File: config.mk
export PLATFORM = sky130hd
export DESIGN_NAME = uart_cmd_ctrl_flat
export DESIGN_NICKNAME = d
export VERILOG_FILES = /design/src/rtl/uart_cmd_ctrl_pkg.sv /design/src/rtl/uart_cmd_ctrl_if.sv /design/src/rtl/cmd_regfile.sv /design/src/rtl/uart_cmd_ctrl.sv /design/src/flat_wrapper.sv
export SDC_FILE = /design/constraint.sdc
export NUM_CORES = 1
export LEC_CHECK = 0
export CAP_MARGIN = 20
export CORE_MARGIN = 1
export CORE_UTILIZATION = 55
export DETAILED_ROUTE_END_ITERATION = 7
export PLACE_DENSITY = 0.81
export SLEW_MARGIN = 20
export SYNTH_ARGS = -nofsm -noshare
export SYNTH_HDL_FRONTEND = slang
export SYNTH_HIERARCHICAL = 1
export SYNTH_SLANG_ARGS = --single-unit
File: constraint.sdc
create_clock -name clk -period 3.61 [get_ports clk]
set_clock_uncertainty 0.1 [all_clocks]
set_input_delay 0.722 -clock clk [delete_from_list [all_inputs] [get_ports clk]]
set_output_delay 0.722 -clock clk [all_outputs]
set_load 0.005 [all_outputs]
File: src/rtl/uart_cmd_ctrl_pkg.sv
// Shared constants, FSM state encoding and checksum helper for the UART
// command controller.
package uart_cmd_ctrl_pkg;

  localparam int FRAME_LEN = 5;

  localparam logic [7:0] OP_WRITE = 8'h57;
  localparam logic [7:0] OP_READ  = 8'h52;
  localparam logic [7:0] OP_CLEAR = 8'h43;

  localparam logic [7:0] RSP_ACK  = 8'h06;
  localparam logic [7:0] RSP_NAK  = 8'h15;

  typedef enum logic [2:0] {
    ST_IDLE = 3'd0,
    ST_RD   = 3'd1,
    ST_CHK  = 3'd2,
    ST_EXEC = 3'd3,
    ST_TX   = 3'd4
  } state_t;

  function automatic logic [7:0] xor4(input logic [7:0] a, input logic [7:0] b,
                                      input logic [7:0] c, input logic [7:0] d);
    return a ^ b ^ c ^ d;
  endfunction

endpackage

File: src/rtl/uart_cmd_ctrl_if.sv
// Bus between the command controller (master) and the UART frame buffers (slave).
interface uart_cmd_ctrl_if;

  // full is a level: a new frame is offered on its 0->1 edge only. r_data
  // answers `address` one clock later. we qualifies address/w_data in the
  // same cycle; the UART never back-pressures, so there is no ready.
  logic       full;
  logic [7:0] r_data;
  logic [2:0] address;
  logic       we;
  logic [7:0] w_data;

  modport master (
    input  full,
    input  r_data,
    output address,
    output we,
    output w_data
  );

  modport slave (
    output full,
    output r_data,
    input  address,
    input  we,
    input  w_data
  );

endinterface

File: src/rtl/cmd_regfile.sv
// Command-addressable register file: one write port, one read mux, a
// synchronous clear-all, and a flat view of every register.
module cmd_regfile #(
  parameter  int NUM_REGS = 4,
  parameter  int REG_W    = 16,
  localparam int IDX_W    = (NUM_REGS > 1) ? $clog2(NUM_REGS) : 1
) (
  input  logic                      clk,
  input  logic                      rst_n,
  input  logic                      we_i,
  input  logic [IDX_W-1:0]          waddr_i,
  input  logic [REG_W-1:0]          wdata_i,
  input  logic                      clr_i,
  input  logic [IDX_W-1:0]          raddr_i,
  output logic [REG_W-1:0]          rdata_o,
  output logic [NUM_REGS*REG_W-1:0] regs_o
);

  logic [REG_W-1:0] regs_q [NUM_REGS];

  // Clear wins over write; the controller never requests both at once.
  always_ff @(posedge clk or negedge rst_n) begin
    if (!rst_n) begin
      for (int i = 0; i < NUM_REGS; i++) regs_q[i] <= '0;
    end else if (clr_i) begin
      for (int i = 0; i < NUM_REGS; i++) regs_q[i] <= '0;
    end else if (we_i) begin
      regs_q[waddr_i] <= wdata_i;
    end
  end

  assign rdata_o = regs_q[raddr_i];

  always_comb begin
    regs_o = '0;
    for (int i = 0; i < NUM_REGS; i++) regs_o[i*REG_W +: REG_W] = regs_q[i];
  end

endmodule

File: src/rtl/uart_cmd_ctrl.sv
// Reads a 5-byte command frame from the UART receive buffer, executes it
// against the register file, and writes a 5-byte ACK/NAK frame back.
module uart_cmd_ctrl
  import uart_cmd_ctrl_pkg::*;
#(
  parameter int NUM_REGS = 4,
  parameter int REG_W    = 16
) (
  input  logic                      clk,
  input  logic                      rst_n,
  uart_cmd_ctrl_if.master           uart,
  output logic [NUM_REGS*REG_W-1:0] regs_out,
  output logic                      busy,
  output logic [7:0]                err_cnt,
  output logic                      ovr,
  output state_t                    dbg_state
);

  localparam int         IDX_W   = (NUM_REGS > 1) ? $clog2(NUM_REGS) : 1;
  localparam logic [2:0] RD_LAST = 3'(FRAME_LEN);
  localparam logic [2:0] TX_LAST = 3'(FRAME_LEN - 1);

  state_t     state_q, state_d;
  logic [2:0] cnt_q, cnt_d;
  logic       full_q;
  logic [7:0] rx_q [FRAME_LEN];
  logic       err_q;
  logic [7:0] err_cnt_q;
  logic       ovr_q;

  logic       full_rise;
  logic [7:0] rx_op, rx_idx, rx_dlo, rx_dhi, rx_chk;
  logic       op_known, idx_bad, frame_err;
  logic       reg_we, reg_clr;
  logic [REG_W-1:0] wr_data, rd_data;
  logic [15:0] rsp_data;
  logic [7:0] rsp [FRAME_LEN];

  assign full_rise = uart.full & ~full_q;

  assign rx_op  = rx_q[0];
  assign rx_idx = rx_q[1];
  assign rx_dlo = rx_q[2];
  assign rx_dhi = rx_q[3];
  assign rx_chk = rx_q[4];

  // Index range only matters for opcodes that address a register.
  assign op_known  = (rx_op == OP_WRITE) || (rx_op == OP_READ) || (rx_op == OP_CLEAR);
  assign idx_bad   = ((rx_op == OP_WRITE) || (rx_op == OP_READ)) &&
                     (32'(rx_idx) >= 32'(NUM_REGS));
  assign frame_err = (rx_chk != xor4(rx_op, rx_idx, rx_dlo, rx_dhi)) || !op_known || idx_bad;

  assign reg_we  = (state_q == ST_EXEC) && !err_q && (rx_op == OP_WRITE);
  assign reg_clr = (state_q == ST_EXEC) && !err_q && (rx_op == OP_CLEAR);
  assign wr_data = REG_W'({rx_dhi, rx_dlo});

  cmd_regfile #(
    .NUM_REGS (NUM_REGS),
    .REG_W    (REG_W)
  ) u_regfile (
    .clk     (clk),
    .rst_n   (rst_n),
    .we_i    (reg_we),
    .waddr_i (rx_idx[IDX_W-1:0]),
    .wdata_i (wr_data),
    .clr_i   (reg_clr),
    .raddr_i (rx_idx[IDX_W-1:0]),
    .rdata_o (rd_data),
    .regs_o  (regs_out)
  );

  always_ff @(posedge clk or negedge rst_n) begin
    if (!rst_n) begin
      state_q   <= ST_IDLE;
      cnt_q     <= '0;
      full_q    <= 1'b1;
      err_q     <= 1'b0;
      err_cnt_q <= '0;
      ovr_q     <= 1'b0;
      for (int i = 0; i < FRAME_LEN; i++) rx_q[i] <= '0;
    end else begin
      state_q <= state_d;
      cnt_q   <= cnt_d;
      full_q  <= uart.full;
      // Read latency is one cycle, so RD cycle k captures the byte for address k-1.
      if ((state_q == ST_RD) && (cnt_q != 3'd0)) rx_q[cnt_q - 3'd1] <= uart.r_data;
      if (state_q == ST_CHK) err_q <= frame_err;
      if ((state_q == ST_EXEC) && err_q && (err_cnt_q != 8'hFF)) err_cnt_q <= err_cnt_q + 8'd1;
      if (full_rise && (state_q != ST_IDLE)) ovr_q <= 1'b1;
      else if (reg_clr)                      ovr_q <= 1'b0;
    end
  end

  always_comb begin
    state_d = state_q;
    cnt_d   = cnt_q;
    unique case (state_q)
      ST_IDLE: begin
        if (full_rise) begin
          state_d = ST_RD;
          cnt_d   = '0;
        end
      end
      ST_RD: begin
        if (cnt_q == RD_LAST) begin
          state_d = ST_CHK;
          cnt_d   = '0;
        end else begin
          cnt_d = cnt_q + 3'd1;
        end
      end
      ST_CHK:  state_d = ST_EXEC;
      ST_EXEC: begin
        state_d = ST_TX;
        cnt_d   = '0;
      end
      ST_TX: begin
        if (cnt_q == TX_LAST) begin
          state_d = ST_IDLE;
          cnt_d   = '0;
        end else begin
          cnt_d = cnt_q + 3'd1;
        end
      end
      default: begin
        state_d = ST_IDLE;
        cnt_d   = '0;
      end
    endcase
  end

  // Registers already hold the post-EXEC value during TX, so ACK reads them directly.
  always_comb begin
    rsp_data = (rx_op == OP_CLEAR) ? 16'h0000 : 16'(rd_data);
    rsp[0]   = err_q ? RSP_NAK : RSP_ACK;
    rsp[1]   = err_q ? rx_op   : rx_idx;
    rsp[2]   = err_q ? 8'h00   : rsp_data[7:0];
    rsp[3]   = err_q ? 8'h00   : rsp_data[15:8];
    rsp[4]   = xor4(rsp[0], rsp[1], rsp[2], rsp[3]);
  end

  always_comb begin
    uart.address = '0;
    uart.we      = 1'b0;
    uart.w_data  = '0;
    if ((state_q == ST_RD) && (cnt_q < RD_LAST)) begin
      uart.address = cnt_q;
    end else if (state_q == ST_TX) begin
      uart.address = cnt_q;
      uart.we      = 1'b1;
      uart.w_data  = rsp[cnt_q];
    end
  end

  assign busy      = (state_q != ST_IDLE);
  assign err_cnt   = err_cnt_q;
  assign ovr       = ovr_q;
  assign dbg_state = state_q;

endmodule

File: src/flat_wrapper.sv
// flat-port wrapper written by rule: the top's interface ports become plain ports
module uart_cmd_ctrl_flat import uart_cmd_ctrl_pkg::*;
#(
  parameter int NUM_REGS = 4,
  parameter int REG_W    = 16
)
  (clk, rst_n, regs_out, busy, err_cnt, ovr, dbg_state, uart_full, uart_r_data, uart_address, uart_we, uart_w_data);
  uart_cmd_ctrl_if uart_i ();
  input  logic clk;
  input  logic rst_n;
  output logic [NUM_REGS*REG_W-1:0] regs_out;
  output logic busy;
  output logic [7:0] err_cnt;
  output logic ovr;
  output state_t dbg_state;
  input wire logic [$bits(uart_i.full)-1:0] uart_full;
  input wire logic [$bits(uart_i.r_data)-1:0] uart_r_data;
  output wire logic [$bits(uart_i.address)-1:0] uart_address;
  output wire logic [$bits(uart_i.we)-1:0] uart_we;
  output wire logic [$bits(uart_i.w_data)-1:0] uart_w_data;
  assign uart_i.full = uart_full;
  assign uart_i.r_data = uart_r_data;
  assign uart_address = uart_i.address;
  assign uart_we = uart_i.we;
  assign uart_w_data = uart_i.w_data;
  uart_cmd_ctrl #(.NUM_REGS(NUM_REGS), .REG_W(REG_W)) u_core (.clk(clk), .rst_n(rst_n), .uart(uart_i), .regs_out(regs_out), .busy(busy), .err_cnt(err_cnt), .ovr(ovr), .dbg_state(dbg_state));
endmodule
After elaboration in Yosys (flattened, before gate mapping)
Index checks and enable logic that the tools add are counted.
Widths: inputs -> output; s select.
{"block": "totals", "regBits": 121, "in_bits": 11}
{"block": "classes", "addsub": 3, "order_cmp": 7, "eq_ne": 14, "mux": 35, "bitwise": 12, "n_reduce_logical": 24}
{"operator": "$mux 64", "count": 2}
{"operator": "$bwmux 64", "count": 1}
{"operator": "$mux 16", "count": 4}
{"operator": "$mux 8", "count": 8}
{"operator": "$xor 8x8->8", "count": 6}
{"operator": "$bwmux 40", "count": 1}
{"operator": "$bmux 16 s2", "count": 1}
{"operator": "$demux 16 s2", "count": 1}
{"operator": "$bmux 8 s3", "count": 1}
{"operator": "$demux 8 s3", "count": 1}
{"operator": "$eq 8x7->1 const B", "count": 3}
{"operator": "$mux 3", "count": 8}
{"operator": "$pmux 3 s5", "count": 1}
{"operator": "$pmux 3 s4", "count": 1}
{"operator": "$logic_and 1x1->1", "count": 11}
{"operator": "$eq 3x3->1 const B", "count": 3}
{"operator": "$add 8x1->8 const B", "count": 1}
{"operator": "$ge 4x4->1 const B", "count": 2}
{"operator": "$ge 8x3->1 const B", "count": 1}
{"operator": "$ne 8x8->1", "count": 1}
{"operator": "$ne 8x8->1 const B", "count": 1}
{"operator": "$not 3->4", "count": 2}
{"operator": "$eq 3x2->1 const B", "count": 2}
{"operator": "$reduce_bool 3->1", "count": 2}
{"operator": "other kinds (20)", "count": 30}

Logic depth before layout (Yosys ltp)
{"block": "depth", "depth_word": 13, "mapped_depth": 9, "mapped_depth_nobuf": 7}

By module
Netlist, hierarchy kept.
{"module": "uart_cmd_ctrl", "instances": 1, "cells_per_inst": 331, "area_per_inst_um2": 3584.7, "seq_area_each_um2": 1427.6}
{"module": "cmd_regfile", "instances": 1, "cells_per_inst": 249, "area_per_inst_um2": 3280.6, "seq_area_each_um2": 1601.5}

Worst setup path before layout
No wires, ideal clock.
{"block": "synth_timing", "kind": "flip-flop to output port", "start": "register u_core.rx_q, in the netlist u_core/rx_idx[0]", "end": "output uart_w_data[4]", "arrival_ns": 2.190, "required_ns": 2.788, "slack_ns": 0.598, "stages_incl_launch_ff": 9, "path_cell_list": "dfrtp_1 -> buf_6 -> buf_6 -> mux4_1 -> xnor2_1 -> a21oi_1 -> xor2_1 -> o21ai_0 -> a211oi_1"}
{"block": "synth_via", "elab_cells_between_ends": 14}
{"element": "from (decl)", "line": "uart_cmd_ctrl.sv:26", "text": "logic [7:0] rx_q [FRAME_LEN];"}
{"element": "from (signal, indexed assignment)", "line": "uart_cmd_ctrl.sv:86", "text": "if ((state_q == ST_RD) && (cnt_q != 3'd0)) rx_q[cnt_q - 3'd1] <= uart.r_data;"}
{"element": "$not 2->3 (not written as such) (*)", "line": "cmd_regfile.sv:32", "text": "assign rdata_o = regs_q[raddr_i];"}
{"element": "$bmux 16 s2 (*)", "line": "cmd_regfile.sv:32"}
{"element": "$mux 16 (not written as such) (*) (2 in a row)", "line": "cmd_regfile.sv:32"}
{"element": "named net u_core.rd_data[12]", "line": "uart_cmd_ctrl.sv:35", "text": "logic [REG_W-1:0] wr_data, rd_data;"}
{"element": "$mux 16 (*)", "line": "uart_cmd_ctrl.sv:134", "text": "rsp_data = (rx_op == OP_CLEAR) ? 16'h0000 : 16'(rd_data);"}
{"element": "$mux 8 (*)", "line": "uart_cmd_ctrl.sv:138", "text": "rsp[3] = err_q ? 8'h00 : rsp_data[15:8];"}
{"element": "$xor 8x8->8", "line": "uart_cmd_ctrl_pkg.sv:24", "text": "return a ^ b ^ c ^ d;"}
{"element": "$bmux 8 s3 (*)", "line": "uart_cmd_ctrl.sv:151", "text": "uart.w_data = rsp[cnt_q];"}
{"element": "$mux 8 (not written as such) (*) (2 in a row)", "line": "uart_cmd_ctrl.sv:151"}
{"element": "$mux 8 (*)", "line": "uart_cmd_ctrl.sv:148", "text": "end else if (state_q == ST_TX) begin"}
{"element": "$mux 8 (*)", "line": "uart_cmd_ctrl.sv:146", "text": "if ((state_q == ST_RD) && (cnt_q < RD_LAST)) begin"}
{"element": "to (decl)", "line": "flat_wrapper.sv:20", "text": "output wire logic [$bits(uart_i.w_data)-1:0] uart_w_data;"}
Mark *: on every way through the listed nets, which the timed path passes. The rest lies on a longest branch. The select of a mux whose other input is x is not followed.

Worst setup path after layout
{"block": "layout_timing", "start": "register u_core.rx_q, in the netlist u_core/rx_idx[0]", "end": "output uart_w_data[4]"}
{"block": "layout_via", "elab_chain_len": 13, "elab_cells_between_ends": 14}
{"element": "$not 2->3 (not written as such) (*)", "line": "cmd_regfile.sv:32"}
{"element": "$bmux 16 s2 (*)", "line": "cmd_regfile.sv:32"}
{"element": "$mux 16 (not written as such) (*) (2 in a row)", "line": "cmd_regfile.sv:32"}
{"element": "named net u_core.rd_data[4]", "line": "uart_cmd_ctrl.sv:35"}
{"element": "$mux 16 (*)", "line": "uart_cmd_ctrl.sv:134"}
{"element": "$mux 8 (*)", "line": "uart_cmd_ctrl.sv:137", "text": "rsp[2] = err_q ? 8'h00 : rsp_data[7:0];"}
{"element": "$xor 8x8->8 (2 in a row)", "line": "uart_cmd_ctrl_pkg.sv:24"}
{"element": "$bmux 8 s3 (*)", "line": "uart_cmd_ctrl.sv:151"}
{"element": "$mux 8 (not written as such) (*) (2 in a row)", "line": "uart_cmd_ctrl.sv:151"}
{"element": "$mux 8 (*)", "line": "uart_cmd_ctrl.sv:148"}
{"element": "$mux 8 (*)", "line": "uart_cmd_ctrl.sv:146"}
Marked as above.

==> flow_metrics.py <==
metrics = {
    "clocking": {
        "clock_tree.root_cell": "clkbuf_16",
        "clock-sinks": 121,
        "clk_path_buf_depth": 2,
        "clk-insertion-delay-late_ns": 0.41,
        "cts-hold-fix-buffers": 0,
        "cts_buffers": 17,
        "cts_tree": "done",
        "cts_htree_levels": 4,
        "worst_setup_hold_path_clk_slew_ns": 0.05,
    },
    "drt": {
        "first_iter_violations": 450,
        "antenna_left": 0,
        "vias": 5173,
        "wl_um": 18900,
        "detailed_route_drc_error_count": 0,
        "wire_per_inst_um": 21.6,
        "post_drt_via_cell_ratio": 5.92,
        "drt-pass1-iter-count": 5,
    },
    "synth": {
        "postSynth.asyncResetShare": 1.00,
        "ys_ff_latch": 121,
        "yosys.cell_types.count": 60,
        "avgSynthCellArea_um2": 11.8,
        "synth_nets": 596,
        "synth_ff_type": "dfrtp_1",
        "seq_area_frac_synth": 0.441,
        "ys.warnings.count": 6,
        "post_synthesis_cell_count": 580,
        "syn_area_mm2": 0.00687,
        "synth_enable_flop_cells": 0,
    },
    "placed_design": {
        "cell_area_placed_mm2": 0.00807,
        "detailedPlacementHpwl_um": 12700,
        "port-buffer-count": 99,
        "pre_cts_ws_ns": 0.130,
        "gp_routability_congestion": 0.889,
    },
    "grt": {
        "grt_pass1_vias": 5349,
        "groute.layer.met3.usage": 0.0547,
        "antenna_found_initial": 0,
        "grt.met2_usage": 0.507,
        "use_met1": 0.406,
        "grt_max_degree": 81,
        "grt_first_pass_wirelength_um": 29900,
        "grt_overflow": 0,
        "gr-max-usage-layer": "met2",
        "globalRouteTotalUtil": 0.310,
    },
    "power": {
        "power.share.sequential": 0.336,
        "internal_power_uw": 3920,
        "power.switching_uw": 2150,
        "vdd.ir_drop.worst_mv": 0.330,
        "power_density_mw_per_mm2": 697,
        "combPwrFrac": 0.386,
        "power.leakage_uw": 0.00399,
        "power_frac_clock": 0.278,
        "switching_power_share_of_the_total": 0.354,
    },
    "sta": {
        "layout_setup_ws_ns": 0.0795,
        "setup_viol": 0,
        "final-max-slew-violation-count": 0,
        "worst-slew-pin-transition_ns": 0.797,
        "holdWs_ns": 0.276,
        "fmax_ghz": 0.283,
        "period_needed_ns": 3.53,
        "relative_slew_margins": 0.469,
        "final.period_utilization": 0.978,
        "final-hold-violation-count": 0,
    },
    "finish": {
        "layout.cell_area.non_filler_mm2": 0.00872,
        "antenna-diode-count": 0,
        "postLayoutCoreUtil": 0.720,
        "mostFrequentLayoutCells": "dfrtp_1, clkdlybuf4s50_1, nand2b_1",
        "final_common_cell": "dfrtp_1",
        "area_growth_syn_to_layout_pct": 27.0,
        "num-nets-final": 709,
        "ratio_of_cells_with_drive_above_1_in_the_final_layout": 0.211,
    },
    "critical_path": {
        "reg2reg_to": "u_core/rx_chk[1]",
        "critical_path.reg2reg.startpoint": "u_core/cnt_q[0]",
        "crit_path_cell_trace": "buf_12, buf_4, mux4_2, xnor2_1, a21oi_1, xor2_1, o21ai_0, a211oi_2, clkbuf_2",
        "critical_path_cell_count": 9,
        "critPathCapture": "uart_w_data[4]",
        "reg2reg_slack_ns": 0.79,
        "timing.critical_path.from": "u_core/rx_idx[0]",
        "crit_fanout": 7,
        "end_kind": "output port",
        "critPathKind": "flop to output port",
        "worst_setup_path_start_kind": "flop",
        "path_delay_family": "compound AO/OA/AOI/OAI gates",
        "worst_ep_arrival_time_ns": 2.71,
        "worst-path-buf-inv": 3,
        "timing.critical_path.slowest_stage_cell": "mux4_2",
        "critical_path_required_ns": 2.79,
        "worst-r2r-cell-count": 7,
        "critical_path.max_stage_delay_ns": 0.51,
    },
    "run_status": {
        "outcome": "completed",
    },
    "floorplan": {
        "fp.dieW_um": 114,
        "core_area_mm2": 0.0121,
        "die_area_mm2": 0.0129,
        "rows": 40,
        "die_height_um": 114,
        "io_pins": 100,
        "floorplan.initialDensity": 0.567,
    },
    "worst_hold_path": {
        "hp-class": "input port to async pin",
    },
    "flow_run": {
        "cap_violations": 0,
    },
}
-- repair_timing --
item	4_1_cts	5_1_grt
resized for setup	16	13
pin swaps	4	4
cloned	0	1
buffers inserted	0	5
setup endpoints to repair	8	5
-- final cells by class --
cell class	count	area, µm²
inverter	8	30.0
timing repair buffer	128	1220
clock inverter	9	123
fill	855	3400
sequential	121	3030
multi-input combinational	417	3640
tap	168	210
clock buffer	23	458
-- kinds of logic (layout without fill, tap and decap cells) --
logic type	after synthesis	count (layout)	synth area share
AND/OR/NAND/NOR	171	171	0.150
multiplexers	133	133	0.239
AO/OA/AOI/OAI	56	56	0.0541
buffers and inverters	42	168	0.0326
adder cells (fa/ha/maj)	5	5	0.00911
flip-flops	121	121	0.441
XOR/XNOR	52	52	0.0744
-- worst min path at each step --
stage / from / endpoint / slack, ns / cells after the start
4_1_cts: rst_n / u_core/u_regfile/regs_o[30] / 0.31 / 1
5_1_grt: rst_n / u_core/u_regfile/regs_o[30] / 0.34 / 1
3_5_place_dp: u_core/err_cnt[6] / u_core/err_cnt[6] / 0.38 / 1
2_1_floorplan: rst_n / u_core/cnt_q[0] / 0.33 / 0
3_3_place_gp: u_core/err_cnt[6] / u_core/err_cnt[6] / 0.37 / 1
6_report: rst_n / u_core/u_regfile/regs_o[30] / 0.28 / 1
-- through the flow --
step / total power, µW / std cells / TNS, ns
global route: 6350 / 874 / -0.0525
finish: 6070 / 874 / 0
floorplan: 3550 / 580 / 0
CTS: 5990 / 868 / -0.133
detailed placement: 4240 / 836 / 0
global placement: 4140 / 836 / 0
-- power groups by stage --
stage	registers, µW	clock network (µW)	logic, µW
5_1_grt	2070	1770	2510
3_3_place_gp	2020	0	2130
3_5_place_dp	2040	0	2200
6_report	2040	1690	2340
4_1_cts	2020	1710	2260
2_1_floorplan	1880	0	1670
-- metal layers --
metal | routed length (µm) | up-vias | part of all wire
li1 | - | 2284 | -
met1 | 7610 | 2580 | 0.40
met2 | 9200 | 266 | 0.49
met3 | 1350 | 43 | 0.071
met4 | 718 | 0 | 0.038
met5 | 0 | - | 0
-- registers in the layout, summed over array words and instances (netlist names), 3 cells and up --
signal / flops
u_core/u_regfile/regs_o: 64
u_core/err_cnt: 8
u_core/rx_chk: 8
u_core/rx_dhi: 8
u_core/rx_dlo: 8
u_core/rx_idx: 8
u_core/rx_op: 8
u_core/cnt_q: 3
u_core/dbg_state: 3
-- Yosys cell counts, types with 2 or more instances --
library cell / number / share of area
xnor3_1: 4 / 0.013
nor3_1: 7 / 0.0051
nand4_1: 3 / 0.0027
inv_2: 2 / 0.0011
xor2_1: 13 / 0.017
ha_1: 5 / 0.0091
nand2b_1: 84 / 0.077
a211oi_1: 5 / 0.0055
clkbuf_1: 13 / 0.0071
or3b_1: 2 / 0.0026
a311oi_1: 3 / 0.0038
nor2_1: 19 / 0.010
xnor2_1: 35 / 0.045
dfrtp_1: 120 / 0.44
buf_4: 4 / 0.0044
o21ai_0: 11 / 0.0080
a31oi_1: 2 / 0.0018
mux2_4: 8 / 0.017
nand2_1: 25 / 0.014
buf_2: 11 / 0.0080
mux2_2: 40 / 0.066
mux4_2: 11 / 0.036
nor4_1: 4 / 0.0036
nand3_1: 3 / 0.0022
nand3b_1: 4 / 0.0044
mux2i_1: 69 / 0.10
o21ai_2: 2 / 0.0026
inv_1: 6 / 0.0033
buf_6: 5 / 0.0082
a21oi_1: 22 / 0.016
and3_1: 3 / 0.0027
nor2b_1: 2 / 0.0018
mux4_1: 5 / 0.019
o32ai_1: 2 / 0.0026
No activity file was read; power rests on OpenSTA's default activity.
